File: config.mk
export PLATFORM = sky130hd
export DESIGN_NAME = bcd_stopwatch
export DESIGN_NICKNAME = d
export VERILOG_FILES = /design/src/rtl/stopwatch_pkg.sv /design/src/rtl/bcd_digit.sv /design/src/rtl/bcd_stopwatch.sv
export SDC_FILE = /design/constraint.sdc
export NUM_CORES = 1
export LEC_CHECK = 0
export ABC_CLOCK_PERIOD_IN_PS = 3500
export BUFFER_PORTS_ARGS = -buffer_cell sky130_fd_sc_hd__buf_4
export CORE_ASPECT_RATIO = 0.7
export CORE_MARGIN = 2
export CORE_UTILIZATION = 46
export CTS_BUF_LIST = sky130_fd_sc_hd__clkbuf_8
export DETAILED_ROUTE_END_ITERATION = 7
export REMOVE_ABC_BUFFERS = 1
export SYNTH_ARGS = -nofsm -noshare
export SYNTH_HDL_FRONTEND = slang
export SYNTH_HIERARCHICAL = 1
export SYNTH_SLANG_ARGS = --single-unit
File: constraint.sdc
create_clock -name clk -period 3.5 [get_ports clk]
set_clock_uncertainty 0.2 [all_clocks]
set_input_delay 0.175 -clock clk [delete_from_list [all_inputs] [get_ports clk]]
set_output_delay 0.175 -clock clk [all_outputs]
set_load 0.01 [all_outputs]
File: src/rtl/stopwatch_pkg.sv
// Shared types and constants for the BCD stopwatch.
// Holds the run-state enum, the digit moduli and the BCD digit type.
// No logic lives here.
package stopwatch_pkg;
   typedef enum logic [1:0] {
      S_IDLE  = 2'd0,
      S_RUN   = 2'd1,
      S_PAUSE = 2'd2
   } sw_state_t;

   localparam int MOD_DEC = 10;
   localparam int MOD_SEX = 6;

   typedef logic [3:0] bcd_t;
endpackage

File: src/rtl/bcd_digit.sv
// One BCD counter digit counting 0..MOD-1; at_max flags the top value for the carry chain.
// Latency: inc or clr in cycle N is visible on q after edge N+1.
// Backpressure: none; clr has priority over inc.
module bcd_digit
   import stopwatch_pkg::*;
#(
   parameter int MOD = MOD_DEC
) (
   input  logic       clk,
   input  logic       resetn,
   input  logic       clr,
   input  logic       inc,
   output logic [3:0] q,
   output logic       at_max
);

   bcd_t q_d;
   bcd_t q_q;

   assign at_max = (q_q == 4'(MOD - 1));
   assign q      = q_q;

   // Next digit value: clear wins, otherwise wrap to 0 from the top value on inc.
   always_comb begin
      q_d = q_q;
      if (clr) begin
         q_d = '0;
      end else if (inc) begin
         q_d = at_max ? 4'd0 : q_q + 4'd1;
      end
   end

   // Digit register with synchronous active-low reset.
   always_ff @(posedge clk) begin
      if (!resetn) begin
         q_q <= '0;
      end else begin
         q_q <= q_d;
      end
   end

endmodule

File: src/rtl/bcd_stopwatch.sv
// MM:SS.cc stopwatch with start/stop, clear and lap-freeze, driving six BCD digit outputs.
// Latency: a button event in cycle N acts at edge N+1; a tick in cycle N updates the count at edge N+1.
// Backpressure: none; a clear event overrides every other event in the same cycle.
module bcd_stopwatch
   import stopwatch_pkg::*;
#(
   parameter int CLK_HZ  = 50_000_000,
   parameter int TICK_HZ = 100
) (
   input  logic       clk,
   input  logic       resetn,
   input  logic       start_stop,
   input  logic       clear,
   input  logic       lap,
   output logic [3:0] d5,
   output logic [3:0] d4,
   output logic [3:0] d3,
   output logic [3:0] d2,
   output logic [3:0] d1,
   output logic [3:0] d0,
   output logic       running,
   output logic       frozen,
   output logic       wrap
);

   localparam int DIV = CLK_HZ / TICK_HZ;
   localparam int PW  = (DIV > 2) ? $clog2(DIV) : 1;

   if ((CLK_HZ % TICK_HZ) != 0 || DIV < 2) begin : g_bad_div
      $error("bcd_stopwatch: CLK_HZ/TICK_HZ must be an integer >= 2");
   end

   sw_state_t     state_q, state_d;
   logic [PW-1:0] presc_q, presc_d;
   logic          start_stop_q, clear_q, lap_prev_q;
   logic          running_q, running_d;
   logic          frozen_q, frozen_d;
   logic          wrap_q, wrap_d;
   logic [23:0]   lap_cnt_q, lap_cnt_d;

   logic          ev_clr, ev_ss, ev_lap, tick;
   logic [5:0]    dig_inc, dig_max;
   logic [3:0]    live [6];
   logic [23:0]   live_cnt;

   assign ev_clr   = clear & ~clear_q;
   assign ev_ss    = ~ev_clr & start_stop & ~start_stop_q;
   assign ev_lap   = ~ev_clr & lap & ~lap_prev_q & (state_q != S_IDLE);
   assign tick     = (state_q == S_RUN) && (presc_q == PW'(DIV - 1));
   assign live_cnt = {live[5], live[4], live[3], live[2], live[1], live[0]};

   // Carry chain: a digit advances on a tick only when every lower digit sits at its maximum.
   always_comb begin
      dig_inc[0] = tick;
      for (int k = 1; k < 6; k++) begin
         dig_inc[k] = dig_inc[k-1] & dig_max[k-1];
      end
   end

   bcd_digit #(.MOD(MOD_DEC)) u_d0 (.clk(clk), .resetn(resetn), .clr(ev_clr), .inc(dig_inc[0]), .q(live[0]), .at_max(dig_max[0]));
   bcd_digit #(.MOD(MOD_DEC)) u_d1 (.clk(clk), .resetn(resetn), .clr(ev_clr), .inc(dig_inc[1]), .q(live[1]), .at_max(dig_max[1]));
   bcd_digit #(.MOD(MOD_DEC)) u_d2 (.clk(clk), .resetn(resetn), .clr(ev_clr), .inc(dig_inc[2]), .q(live[2]), .at_max(dig_max[2]));
   bcd_digit #(.MOD(MOD_SEX)) u_d3 (.clk(clk), .resetn(resetn), .clr(ev_clr), .inc(dig_inc[3]), .q(live[3]), .at_max(dig_max[3]));
   bcd_digit #(.MOD(MOD_DEC)) u_d4 (.clk(clk), .resetn(resetn), .clr(ev_clr), .inc(dig_inc[4]), .q(live[4]), .at_max(dig_max[4]));
   bcd_digit #(.MOD(MOD_SEX)) u_d5 (.clk(clk), .resetn(resetn), .clr(ev_clr), .inc(dig_inc[5]), .q(live[5]), .at_max(dig_max[5]));

   // Next-state logic for the run FSM, prescaler, lap freeze and rollover pulse.
   always_comb begin
      state_d   = state_q;
      presc_d   = presc_q;
      frozen_d  = frozen_q;
      lap_cnt_d = lap_cnt_q;
      wrap_d    = tick & (&dig_max) & ~ev_clr;

      if (ev_clr) begin
         state_d   = S_IDLE;
         presc_d   = '0;
         frozen_d  = 1'b0;
         lap_cnt_d = '0;
      end else begin
         if (ev_ss) begin
            case (state_q)
               S_IDLE:  state_d = S_RUN;
               S_RUN:   state_d = S_PAUSE;
               S_PAUSE: state_d = S_RUN;
               default: state_d = S_IDLE;
            endcase
         end
         // The prescaler holds outside RUN so a resume finishes the partial period.
         if (state_q == S_RUN) begin
            presc_d = tick ? '0 : presc_q + 1'b1;
         end
         if (ev_lap) begin
            frozen_d = ~frozen_q;
            // Capture the pre-increment count on the freezing edge.
            if (!frozen_q) begin
               lap_cnt_d = live_cnt;
            end
         end
      end
      running_d = (state_d == S_RUN);
   end

   // All control state and registered outputs; reset wins over any pending tick or event.
   always_ff @(posedge clk) begin
      if (!resetn) begin
         state_q      <= S_IDLE;
         presc_q      <= '0;
         start_stop_q <= 1'b1;
         clear_q      <= 1'b1;
         lap_prev_q   <= 1'b1;
         running_q    <= 1'b0;
         frozen_q     <= 1'b0;
         wrap_q       <= 1'b0;
         lap_cnt_q    <= '0;
      end else begin
         state_q      <= state_d;
         presc_q      <= presc_d;
         start_stop_q <= start_stop;
         clear_q      <= clear;
         lap_prev_q   <= lap;
         running_q    <= running_d;
         frozen_q     <= frozen_d;
         wrap_q       <= wrap_d;
         lap_cnt_q    <= lap_cnt_d;
      end
   end

   assign {d5, d4, d3, d2, d1, d0} = frozen_q ? lap_cnt_q : live_cnt;
   assign running = running_q;
   assign frozen  = frozen_q;
   assign wrap    = wrap_q;

endmodule

# Word-level counts from Yosys, hierarchy flattened
# Cells that the tools add are included.
dict set report totals {
  ff_bits 75
  inputBits 5
  output_inout_bits 27
  elab_cells 68
}
dict set report op_classes {
  n_addsub 7
  eq_ne 10
  mux 11
  n_bitwise 19
  n_reduce_logical 6
}
# cell count
set op_table {}
lappend op_table {{$add A4 B1 Y4 const B} 6}
lappend op_table {{$mux W24} 1}
lappend op_table {{$mux W4} 6}
lappend op_table {{$add A19 B1 Y19 const B} 1}
lappend op_table {{$eq A19 B19 Y1 const B} 1}
lappend op_table {{$mux W19} 1}
lappend op_table {{$eq A4 B4 Y1 const B} 4}
lappend op_table {{$and A1 B1 Y1} 13}
lappend op_table {{$eq A4 B3 Y1 const B} 2}
lappend op_table {{$not A1 Y1} 6}
lappend op_table {{$reduce_and A6 Y1} 1}
lappend op_table {{$eq A2 B1 Y1 const B} 2}
lappend op_table {{$mux W2} 2}
lappend op_table {{$pmux W2 S2} 1}
lappend op_table {{$reduce_or A2 Y1} 2}
lappend op_table {{$eq A2 B2 Y1 const B} 1}
lappend op_table {{$logic_not A2 Y1} 1}
lappend op_table {{$reduce_bool A2 Y1} 1}
lappend op_table {{$logic_and A1 B1 Y1} 1}

# Longest topological paths before layout
# Gate-level depths: netlist of run 1.
dict set report logic_depth {
  word_depth 8
  ltp_mapped 9
  depth_no_buf 8
}

# Modules after synthesis
# The synthesis of run 1 kept the hierarchy.
# module n_inst cells_per_inst area_each_um2 seq_area_each_um2
set modules_own_cells {}
lappend modules_own_cells {bcd_stopwatch 1 255 2403.6 1021.0}
lappend modules_own_cells {{bcd_digit (u_d0 ...)} 4 21 190.2 80.1}
lappend modules_own_cells {{bcd_digit (u_d3 ...)} 2 21 182.7 80.1}

# Worst setup path after synthesis of run 1
# Ideal clock, no wire load.
dict set report synth_timing {
  path_type {register to register}
  startpoint {reg state_q[0]}
  endpoint {reg u_d5.q_q[1] (netlist: u_d5/q[1])}
  setup_ns 0.066
  arrival_time_ns 2.349
  required_ns 3.234
  path_slack_ns 0.885
  path_stages_with_launch 10
  n_path_buf 2
  synth_period_minus_slack_ns 2.615
  path_cell_list {dfxtp_1 -> clkbuf_1 -> and3b_1 -> clkbuf_1 -> nand4_1 -> nor4_1 -> and2_1 -> nand2_2 -> a211o_1 -> a21oi_2}
}
dict set report synth_via {
  elab_chain_cells 7
}
# element line_no
set synth_lines {}
lappend synth_lines {{from (decl)} bcd_stopwatch.sv:33} ;# sw_state_t state_q, state_d;
lappend synth_lines {{from (signal assigned)} bcd_stopwatch.sv:117} ;# state_q <= state_d;
lappend synth_lines {{$eq A2 B1 Y1} bcd_stopwatch.sv:49} ;# assign tick = (state_q == S_RUN) && (presc_q == PW'(DIV - 1));
lappend synth_lines {{$logic_and A1 B1 Y1} bcd_stopwatch.sv:49}
lappend synth_lines {{$and A1 B1 Y1 (4 in series)} bcd_stopwatch.sv:56} ;# dig_inc[k] = dig_inc[k-1] & dig_max[k-1];
lappend synth_lines {{named net dig_inc[4]} bcd_stopwatch.sv:42} ;# logic [5:0] dig_inc, dig_max;
lappend synth_lines {{$and A1 B1 Y1} bcd_stopwatch.sv:56}
lappend synth_lines {{named net dig_inc[5]} bcd_stopwatch.sv:42}
lappend synth_lines {{to (signal assigned)} bcd_digit.sv:38} ;# q_q <= q_d;
lappend synth_lines {{to (decl)} bcd_digit.sv:18} ;# bcd_t q_q;
# The timed path passes the listed nets, and every way through them passes these cells.
# A chain may end at the register's enable or synchronous reset.

# Final worst setup path of run 1
dict set report layout_timing {
  startpoint {reg presc_q[0]}
  endpoint {reg u_d3.q_q[1] (netlist: u_d3/q[1])}
}
dict set report layout_via {
  elab_chain_cells 5
}
# element line_no
set layout_lines {}
lappend layout_lines {{from (decl)} bcd_stopwatch.sv:34} ;# logic [PW-1:0] presc_q, presc_d;
lappend layout_lines {{from (signal assigned)} bcd_stopwatch.sv:118} ;# presc_q <= presc_d;
lappend layout_lines {{$eq A19 B19 Y1} bcd_stopwatch.sv:49}
lappend layout_lines {{$logic_and A1 B1 Y1} bcd_stopwatch.sv:49}
lappend layout_lines {{$and A1 B1 Y1 (2 in series)} bcd_stopwatch.sv:56}
lappend layout_lines {{named net dig_inc[2]} bcd_stopwatch.sv:42}
lappend layout_lines {{$and A1 B1 Y1} bcd_stopwatch.sv:56}
lappend layout_lines {{named net dig_inc[3]} bcd_stopwatch.sv:42}
lappend layout_lines {{to (signal assigned)} bcd_digit.sv:38}
lappend layout_lines {{to (decl)} bcd_digit.sv:18}
# The timed path passes the listed nets, and every way through them passes these cells.

==> results of run 1 <==
==> timing repair <==
action                                 CTS  global route
hold buffers                             6             0
endpoints found under the hold margin    3             0
gates resized for setup                  0             0
buffers inserted                         0             0
==> per-layer routing <==
layer / vias to the layer above / part of all wire, %
li1: 1409 / -
met3: 7 / 4.0
met2: 40 / 42
met4: 0 / 1.0
met5: - / 0
met1: 1277 / 53
==> worst min-delay path, stage by stage <==
cell	delay (ps)
buf_4	160
nand2b_1	170
a21oi_2	40
==> power by group <==
| group | internal [µW] | switching, µW |
|---|---|---|
| Clock | 421 | 324 |
| Combinational | 18.8 | 30.5 |
| Sequential | 856 | 3.37 |
==> cell type report <==
type / count / area [µm²]
fillers: 678 / 3210
multi-input cells: 286 / 1950
flip-flops and latches: 75 / 1500
repair buffers: 41 / 323
clock buffers: 10 / 138
well taps: 98 / 123
clock inverters: 6 / 88.8
inverters: 6 / 22.5
==> cells by family after synthesis <==
family / Yosys count
and+or+nand+nor: 168
DFF: 75
muxes: 50
AOI/OAI and AO/OA: 44
xor gates and xnor gates: 23
buffers and inverters: 20
adders and majority gates: 1
==> through the flow <==
step                power [µW]  setup TNS, ps  hold WS [ps]
global route              1720              0          31.4
finish                    1650              0          32.1
floorplan                  905         -37720          48.0
CTS                       1680              0          11.6
global placement           923              0           175
detailed placement         924              0           183
==> cells in the final DEF, fill, tap and decap left out, types with 6 or more instances in the layout <==
cell type	instances
dfxtp_1	75
clkbuf_8	10
nand3_1	8
mux2i_1	25
a21oi_2	6
xor2_1	6
or3_1	8
nor2_1	54
mux2_2	25
nor2b_1	9
o21ai_0	14
buf_4	35
nand2_1	26
nand2b_1	11
nor4_1	6
nand4_1	6
dlygate4sd3_1	6
a21oi_1	16
xnor2_1	17
==> registers in the layout (all words and copies together) (netlist names) <==
name,flops
u_d2/q,4
running,1
lap_prev_q,1
u_d3/q,4
state_q,2
frozen,1
lap_cnt_q,24
clear_q,1
u_d1/q,4
u_d4/q,4
u_d5/q,4
start_stop_q,1
presc_q,19
u_d0/q,4
wrap,1
==> how the worst min path moves through the flow <==
| stage | slack, ps | cells after the start | to | startpoint |
|---|---|---|---|---|
| final | 30 | 3 | u_d5/q[1] | resetn |
| after global routing | 30 | 3 | u_d2/q[1] | resetn |
| after detailed placement | 180 | 2 | clear_q | clear |
| after CTS | 10 | 3 | u_d5/q[1] | resetn |
| after global placement | 170 | 2 | clear_q | clear |
| after floorplan | 50 | 1 | clear_q | resetn |
==> flow_metrics.env, run 1 <==
export IMPL_hp_class="in -> reg"
export IMPL_grtUsageMet2_pct=26.9
export IMPL_final_util_pct=56.4
export IMPL_drive_above_1_share_pct=24.8
export IMPL_yosys_warnings=6
export IMPL_first_global_vias=2569
export IMPL_setup_viol=0
export IMPL_synthTopCellsByCount="dfxtp_1 (75), nor2_1 (54), nand2_1 (26)"
export IMPL_port_buffer_count=31
export IMPL_cts_root_buffer="clkbuf_8"
export IMPL_grt_pass1_wl_um=12200
export IMPL_antenna_found_initial=0
export IMPL_grt_busiest_layer="met2"
export IMPL_design_area_um2=4140
export IMPL_met1_usage_pct=26.1
export IMPL_yosysTopAreaCell="dfxtp_1"
export IMPL_async_flop_share_pct=0
export IMPL_routedWlPerCell_um=13.6
export IMPL_synth_mux_area_share_pct=15.1
export IMPL_dp_slack_ps=932
export IMPL_synthSimpleGateAreaFrac_pct=26.4
export IMPL_synth_seq_cells=75
export IMPL_cap_violations=0
export IMPL_num_vias=2733
export IMPL_status="finished clean"
export IMPL_dieHeight_um=77.3
export IMPL_min_period_ps=2590
export IMPL_r2r_start="presc_q[0]"
export IMPL_crit_path_end="u_d3/q[1]"
export IMPL_p_leak_uw=0.00147
export IMPL_drc_errors=0
export IMPL_synth_top_cell_area_share_pct=42.5
export IMPL_synth_compound_area_share_pct=7.44
export IMPL_clock_sinks=75
export IMPL_critPathBufInv=0
export IMPL_place_inst=500
export IMPL_clockBufferDepth=2
export IMPL_cp_depth=8
export IMPL_yosys_most_used_dff="dfxtp_1"
export IMPL_path_class="reg -> reg"
export IMPL_setup_slack_ps=913
export IMPL_post_route_period_util_pct=73.9
export IMPL_dieArea_um2=8400
export IMPL_overflow=0
export IMPL_numCtsBuffers=9
export IMPL_synth_area_leaders="dfxtp_1 (43%), mux2_2 (8.0%), mux2i_1 (7.1%)"
export IMPL_rr_endpoint="u_d3/q[1]"
export IMPL_htree_levels=3
export IMPL_syn_area_per_cell_um2=9.26
export IMPL_initial_core_util_pct=48.0
export IMPL_relSlewSlack_pct=18.3
export IMPL_routed_via_density=5.24
export IMPL_insertion_delay_ps=350
export IMPL_cts_tree="built"
export IMPL_synth_edf_count=0
export IMPL_grt_setup_unrepaired="false"
export IMPL_crit_fanout=6
export IMPL_crit_path_start_kind="register"
export IMPL_synth_adder_area_share_pct=0.354
export IMPL_die_w_um=109
export IMPL_grt_use_met3_pct=5.87
export IMPL_slowest_stage="nor3_1"
export IMPL_cp_end_kind="register"
export IMPL_cts_reportedPaths_clkPinSlew_ps=80
export IMPL_tightest_slew_ps=1220
export IMPL_slowest_delay_ps=490
export IMPL_place_hpwl_um=4840
export IMPL_synth_most_common_cell="dfxtp_1"
export IMPL_fmax_mhz=387
export IMPL_yosysSeqAreaShare_pct=42.5
export IMPL_critPathArrivalTime_ps=2670
export IMPL_syn_area_um2=3530
export IMPL_first_pass_iters=4
export IMPL_fin_nets=425
export IMPL_crit_chain="ha_1, and3b_1, nand4_1, nor3_1, and2_1, nand2_2, a211o_1, a21oi_2"
export IMPL_syn_inst=381
export IMPL_critical_path_startpoint="presc_q[0]"
export IMPL_synthToLayoutAreaGrowth_pct=17.4
export IMPL_synth_top_family_by_area="simple AND/OR/NAND/NOR gates"
export IMPL_groute_usage_overall_pct=18.5
export IMPL_post_dp_cell_area_um2=3860
export IMPL_r2r_cells=8
export IMPL_power_density_nw_per_um2=399
export IMPL_finalHoldViolations=0
export IMPL_synth_xor_area_share_pct=5.71
export IMPL_slew_viol_final=0
export IMPL_core_area_um2=7350
export IMPL_vdd_drop_max_mv=0.248
export IMPL_insertedDiodeCount=0
export IMPL_required_ps=3580
export IMPL_stdcell_count=522
export IMPL_grt_max_degree=33
export IMPL_routabilityCongestion=0.820
export IMPL_ios=32
export IMPL_synth_cell_types=44
export IMPL_num_rows=26
export IMPL_worst_r2r_setup_slack_ps=910
export IMPL_ant_nets=0
export IMPL_wl_um=7110
export IMPL_path_delay_family="simple AND/OR/NAND/NOR gates"
export IMPL_drt_initial_drc_count=100
Note: power is estimated with default switching activity, not from simulation.
==> run 2, diff against run 1 <==
Settings changed: ABC_AREA from default to 1, ABC_CLOCK_PERIOD_IN_PS 3500 to 2300, PLACE_DENSITY from default to 0.67.
Clock period 3.5 ns to 2.3 ns, I/O delays scaled along.
==> run 2 against run 1 <==
Compared with the run above:
- worst hold slack better by 210 ps
- global-route usage up 0.57 points
- fmax up 25%
- core utilization down 0.92 points
- die area up 3.7%
- synthesized cell count grew 45%
- clock power is 44% higher
- largest cell class unchanged
- via count increased by 25%
- cell area grew 4.4%
==> flow_metrics.env, run 2 <==
export IMPL_status="finished clean"
export IMPL_critPathArrivalTime_ps=2130
export IMPL_insertedDiodeCount=0
export IMPL_p_leak_uw=0.00177
export IMPL_first_pass_iters=5
export IMPL_antenna_found_initial=0
export IMPL_yosys_most_used_dff="dfxtp_1"
export IMPL_place_inst=678
export IMPL_drive_above_1_share_pct=16.5
export IMPL_clock_sinks=75
export IMPL_htree_levels=3
export IMPL_worst_r2r_setup_slack_ps=230
export IMPL_largest_register="lap_cnt_q"
export IMPL_synth_cell_types=27
export IMPL_cts_root_buffer="clkbuf_8"
export IMPL_slew_viol_final=0
export IMPL_synth_most_common_cell="nand2_1"
export IMPL_required_ps=2360
export IMPL_top_regs="lap_cnt_q x24, presc_q x19"
export IMPL_slowest_delay_ps=370
export IMPL_fmax_mhz=483
export IMPL_synthToLayoutAreaGrowth_pct=18.0
export IMPL_num_rows=27
export IMPL_power_density_nw_per_um2=579
export IMPL_setup_slack_ps=231
export IMPL_ant_nets=0
export IMPL_crit_chain="ha_1, nand3_1, nor2_2, nand3_2, nor2_2, nand2_1, nor2_4, nand2_2, nor2_2, nand2_1, nand2_1, nor2_1"
export IMPL_crit_fanout=4
export IMPL_dieHeight_um=78.7
export IMPL_yosysTopAreaCell="dfxtp_1"
export IMPL_numCtsBuffers=9
export IMPL_dieArea_um2=8710
export IMPL_seq_power_share_pct=52.6
export IMPL_post_route_period_util_pct=89.9
export IMPL_critPathBufInv=0
export IMPL_insertion_delay_ps=360
export IMPL_synth_top_cell_area_share_pct=41.0
export IMPL_vdd_drop_max_mv=0.369
export IMPL_path_class="reg -> reg"
export IMPL_groute_usage_overall_pct=19.1
export IMPL_syn_inst=552
export IMPL_fin_nets=602
export IMPL_rr_endpoint="u_d3/q[3]"
export IMPL_routabilityCongestion=0.950
export IMPL_syn_area_per_cell_um2=6.64
export IMPL_port_buffer_count=31
export IMPL_design_area_um2=4330
export IMPL_clock_power_share_pct=42.8
export IMPL_post_dp_cell_area_um2=4030
export IMPL_crit_path_start_kind="register"
export IMPL_setup_viol=0
export IMPL_fillers=749
export IMPL_hp_class="reg -> reg"
export IMPL_first_global_vias=3040
export IMPL_final_common_cell="nand2_1"
export IMPL_hp_start="lap_cnt_q[18]"
export IMPL_relSlewSlack_pct=72.7
export IMPL_grt_max_degree=51
export IMPL_grt_pass1_wl_um=13500
export IMPL_hold_depth=2
export IMPL_num_vias=3424
export IMPL_yosysSeqAreaShare_pct=41.0
export IMPL_place_hpwl_um=5650
export IMPL_switching_share_pct=22.5
export IMPL_clockBufferDepth=2
export IMPL_ios=32
export IMPL_die_w_um=111
export IMPL_synth_edf_count=0
export IMPL_routed_via_density=4.88
export IMPL_critical_path_startpoint="presc_q[0]"
export IMPL_finalPower_uw=2500
export IMPL_wl_um=7760
export IMPL_routedWlPerCell_um=11.1
export IMPL_finalHoldViolations=0
export IMPL_yosys_warnings=6
export IMPL_cap_violations=0
export IMPL_cp_end_kind="register"
export IMPL_overflow=0
export IMPL_synthTopCellsByCount="nand2_1 (104), inv_1 (88), dfxtp_1 (75)"
export IMPL_power_internal_uw=1940
export IMPL_mostFrequentLayoutCells="nand2_1 (104), inv_1 (87), dfxtp_1 (75), nor2_1 (69), o21ai_0 (55)"
export IMPL_power_frac_comb_pct=4.6
export IMPL_synth_area_leaders="dfxtp_1 (41%), nand2_1 (11%), inv_1 (9.0%)"
export IMPL_drt_initial_drc_count=255
export IMPL_async_flop_share_pct=0
export IMPL_synth_seq_cells=75
export IMPL_power_switching_uw=564
export IMPL_slowest_stage="dfxtp_1"
export IMPL_worst_hold_slack_ps=246
export IMPL_syn_area_um2=3670
export IMPL_drc_errors=0
export IMPL_r2r_cells=12
export IMPL_tightest_slew_ps=409
export IMPL_cts_tree="built"
export IMPL_largest_reg_flops=24
export IMPL_cts_reportedPaths_clkPinSlew_ps=70
export IMPL_min_period_ps=2070
export IMPL_core_area_um2=7800
export IMPL_path_delay_family="simple AND/OR/NAND/NOR gates"
export IMPL_initial_core_util_pct=47.0
export IMPL_dp_slack_ps=162
export IMPL_min_to="lap_cnt_q[18]"
export IMPL_r2r_start="presc_q[0]"
export IMPL_stdcell_count=702
==> run 2: changes by cell type in the layout (fill, tap and decap cells not counted), moves of 9 or more <==
cell / previous run / this run
inv_1: 4 / 87
nor2_1: 54 / 69
nand2b_1: 11 / 0
nor3_1: 4 / 14
nand3_1: 8 / 27
inv_2: 2 / 15
nor2b_1: 9 / 0
nand2_1: 26 / 104
mux2_2: 25 / 0
a21oi_1: 16 / 39
nor2_2: 0 / 9
o21ai_0: 14 / 55
xnor2_1: 17 / 2
mux2i_1: 25 / 0
==> run 2: cell type report <==
type / count / area, µm² / area share [%]
multi-input combinational: 361 / 1720 / 39.8
sequential: 75 / 1500 / 34.7
timing repair buffer: 47 / 383 / 8.85
inverter: 102 / 383 / 8.85
clock buffer: 12 / 165 / 3.82
tap: 101 / 126 / 2.92
clock inverter: 4 / 47.5 / 1.10
==> run 2: worst max-delay path by stage <==
stage           endpoint  slack (ps)  cells after the start
2_1_floorplan     frozen         170                      5
3_3_place_gp   u_d3/q[3]         240                     12
3_5_place_dp   u_d3/q[3]         160                     12
4_1_cts        u_d3/q[3]         150                     12
5_1_grt        u_d4/q[3]         -20                     12
6_report       u_d3/q[3]         230                     12
==> run 2: power by group through the flow <==
stage	Sequential (µW)	Combinational, µW	Clock, µW
6_report	1320	115	1070
5_1_grt	1320	131	1160
4_1_cts	1320	115	1110
3_5_place_dp	1350	105	0
3_3_place_gp	1350	103	0
2_1_floorplan	1350	66.8	0
==> run 2: per-stage QoR <==
stage / setup TNS, ps / util, %
3_5_place_dp: 0 / 51.6
3_3_place_gp: 0 / 51.6
2_1_floorplan: 0 / -
6_report: 0 / 55.4
4_1_cts: 0 / 55.3
5_1_grt: -24.3 / 55.4
==> run 2: cells by family after synthesis <==
| kind of cell | share of synthesized area [%] |
|---|---|
| AND/OR/NAND/NOR | 30.5 |
| flip-flops | 41.0 |
| AO/OA/AOI/OAI | 14.4 |
| XOR/XNOR | 1.43 |
| adder cells (fa/ha/maj) | 0.341 |
| buffers and inverters | 12.3 |
==> run 2: repair_timing <==
action | 4_1_cts | 5_1_grt
endpoints found under the hold margin | 28 | 0
hold buffers | 7 | 0
setup endpoints to repair | 0 | 6
resized for setup | 0 | 3
setup buffers | 0 | 1
==> run 2: metal layers <==
metal	global-route usage, %	share of wire [%]
met1	25.9	53
met2	28.1	40
met3	6.11	5.3
met4	7.88	1.6
met5	0	0
==> run 2: tightest hold or removal path: cells and delay by family, from the launching register on <==
kind / cells / cell delay [ps]
flops: 1 / 300
compound gates: 1 / 50
buf+inv: 1 / 50
==> run 3, diff against run 2 <==
Settings changed: CELL_PAD_IN_SITES_DETAIL_PLACEMENT from default to 1, CELL_PAD_IN_SITES_GLOBAL_PLACEMENT from default to 1, CORE_UTILIZATION 46 to 40, PLACE_DENSITY 0.67 to default, PLACE_DENSITY_LB_ADDON from default to 0.1, SETUP_SLACK_MARGIN from default to 0.2, SYNTH_HIERARCHICAL 1 to default.
==> run 3 against run 2 <==
Compared with the run above:
- first-iteration DRC count fell by 27%
- critical path depth fell by 3
- clock power fell by 15%
- sequential share of layout area rose by 0.14 points
- worst hold slack got worse by 210 ps
==> flow_metrics.env, run 3 <==
export IMPL_post_dp_cell_area_um2=4070
export IMPL_critPathArrivalTime_ps=2030
export IMPL_min_period_ps=1990
export IMPL_routed_via_density=5.02
export IMPL_cap_violations=0
export IMPL_insertedDiodeCount=0
export IMPL_dieHeight_um=84.5
export IMPL_required_ps=2350
export IMPL_dieArea_um2=10100
export IMPL_yosys_most_used_dff="dfxtp_1"
export IMPL_relSlewSlack_pct=69.0
export IMPL_hold_depth=4
export IMPL_post_route_period_util_pct=86.5
export IMPL_syn_area_um2=3700
export IMPL_synth_cell_types=37
export IMPL_slew_viol_final=0
export IMPL_overflow=0
export IMPL_ff_latch_area_um2=1500
export IMPL_path_class="reg -> reg"
export IMPL_drive_above_1_share_pct=15.0
export IMPL_fin_nets=576
export IMPL_syn_area_per_cell_um2=6.96
export IMPL_crit_path_start_kind="register"
export IMPL_drc_errors=0
export IMPL_yosys_warnings=0
export IMPL_synthToLayoutAreaGrowth_pct=16.4
export IMPL_largest_reg_flops=24
export IMPL_setup_viol=0
export IMPL_synth_most_common_cell="nand2_1"
export IMPL_async_flop_share_pct=0
export IMPL_power_density_nw_per_um2=541
export IMPL_first_pass_iters=5
export IMPL_yosysSeqAreaShare_pct=40.6
export IMPL_routabilityCongestion=0.828
export IMPL_clock_sinks=75
export IMPL_r2r_cells=9
export IMPL_fmax_mhz=503
export IMPL_fillers=1186
export IMPL_insertion_delay_ps=350
export IMPL_groute_usage_overall_pct=20.8
export IMPL_num_rows=29
export IMPL_cts_root_buffer="clkbuf_8"
export IMPL_num_vias=3507
export IMPL_htree_levels=3
export IMPL_synth_top_cell_area_share_pct=40.6
export IMPL_antenna_found_initial=0
export IMPL_grt_setup_unrepaired="true"
export IMPL_synthTopCellsByCount="nand2_1 (98), inv_1 (77), dfxtp_1 (75)"
export IMPL_initial_core_util_pct=41.0
export IMPL_wl_um=9730
export IMPL_port_buffer_count=31
export IMPL_synth_area_leaders="dfxtp_1 (41%), nand2_1 (9.9%), inv_1 (7.8%)"
export IMPL_grt_max_degree=51
export IMPL_finalHoldViolations=0
export IMPL_final_common_cell="nand2_1"
export IMPL_cp_end_kind="register"
export IMPL_top_regs="lap_cnt_q x24, presc_q x19"
export IMPL_mostFrequentLayoutCells="nand2_1 (98), inv_1 (80), dfxtp_1 (75), nor2_1 (57), o21ai_0 (54)"
export IMPL_cts_tree="built"
export IMPL_numCtsBuffers=9
export IMPL_status="finished clean"
export IMPL_design_area_um2=4310
export IMPL_yosysTopAreaCell="dfxtp_1"
export IMPL_ant_nets=0
export IMPL_finalPower_uw=2330
export IMPL_die_w_um=119
export IMPL_largest_register="lap_cnt_q"
export IMPL_p_leak_uw=0.00167
export IMPL_multiInputGateArea_um2=1830
export IMPL_crit_fanout=9
export IMPL_syn_inst=532
export IMPL_synth_edf_count=0
export IMPL_hp_class="in -> reg"
export IMPL_vdd_drop_max_mv=0.329
export IMPL_synth_seq_cells=75
export IMPL_place_hpwl_um=7200
export IMPL_routedWlPerCell_um=13.9
export IMPL_cts_reportedPaths_clkPinSlew_ps=70
export IMPL_drt_initial_drc_count=185
export IMPL_ios=32
export IMPL_clockBufferDepth=2
export IMPL_worst_hold_slack_ps=36.0
export IMPL_first_global_vias=3538
export IMPL_core_area_um2=9030
export IMPL_tightest_slew_ps=465
export IMPL_grt_pass1_wl_um=17000
## run 3: changes by cell type after synthesis, moves of 5 or more
cell	before	now
nand2_1	104	98
nor2_4	4	9
nand4_1	11	16
nor2_2	9	4
o21a_1	0	6
inv_1	88	77
clkbuf_1	3	10
nor2_1	70	57
inv_2	14	6
nand3_1	27	18
## run 3: stage by stage
stage	setup TNS [ps]	util, %	worst slack, ps	cells
finish	0	47.7	311	699
global route	0	47.7	194	699
CTS	0	47.6	315	699
detailed placement	0	45.0	333	677
global placement	0	45.0	355	677
floorplan	-2630	-	-108	517
## run 3: routing by layer
layer / up-vias / part of all wire (%) / global-route usage (%)
met5: - / 0 / 0
met1: 1650 / 52 / 29.5
li1: 1789 / - / -
met4: 0 / 0.49 / 4.87
met3: 5 / 4.2 / 4.55
met2: 63 / 43 / 32.5
## run 3: layout make-up
| type | instances | share of cell area, % |
|---|---|---|
| multi-input combinational | 358 | 42.6 |
| sequential | 75 | 34.8 |
| timing repair buffer | 42 | 7.67 |
| inverter | 84 | 7.32 |
| tap | 124 | 3.60 |
| clock buffer | 11 | 3.51 |
| clock inverter | 5 | 0.494 |
## run 3: kinds of logic after synthesis
family	count (synthesis)	share of synthesized area, %
buffers and inverters	99	10.1
xor gates and xnor gates	4	0.946
and+or+nand+nor	238	31.7
adders and majority gates	1	0.338
DFF	75	40.6
AOI/OAI and AO/OA	115	16.3
## run 3: where the power goes
part	switching, µW	internal (µW)
Combinational	70.4	37.0
Clock	472	436
Sequential	7.59	1310
Total	550	1780
## run 3: final timing paths
check / start / endpoint / slack [ps]
max reg2reg: presc_q[1] / presc_q[8] / 310
min: clear / state_q[1] / 40
min reg2reg: lap_cnt_q[9] / lap_cnt_q[9] / 250
max: presc_q[1] / presc_q[8] / 310
## run 3: what timing repair did
item                                   CTS  global route
hold buffers                             6             0
setup buffers                            0             0
endpoints found under the hold margin    4             0
resized for setup                        0             1
setup endpoints to repair                0             2
## run 3: critical path: stages (launching register included)
cell and delay [ps]:
dfxtp_1 380, ha_1 250, nand3_4 130, nor2_1 160, nand2_2 100, nor2_4 220, nor2_4 110, inv_2 170
nor2_1 80, o21a_1 100
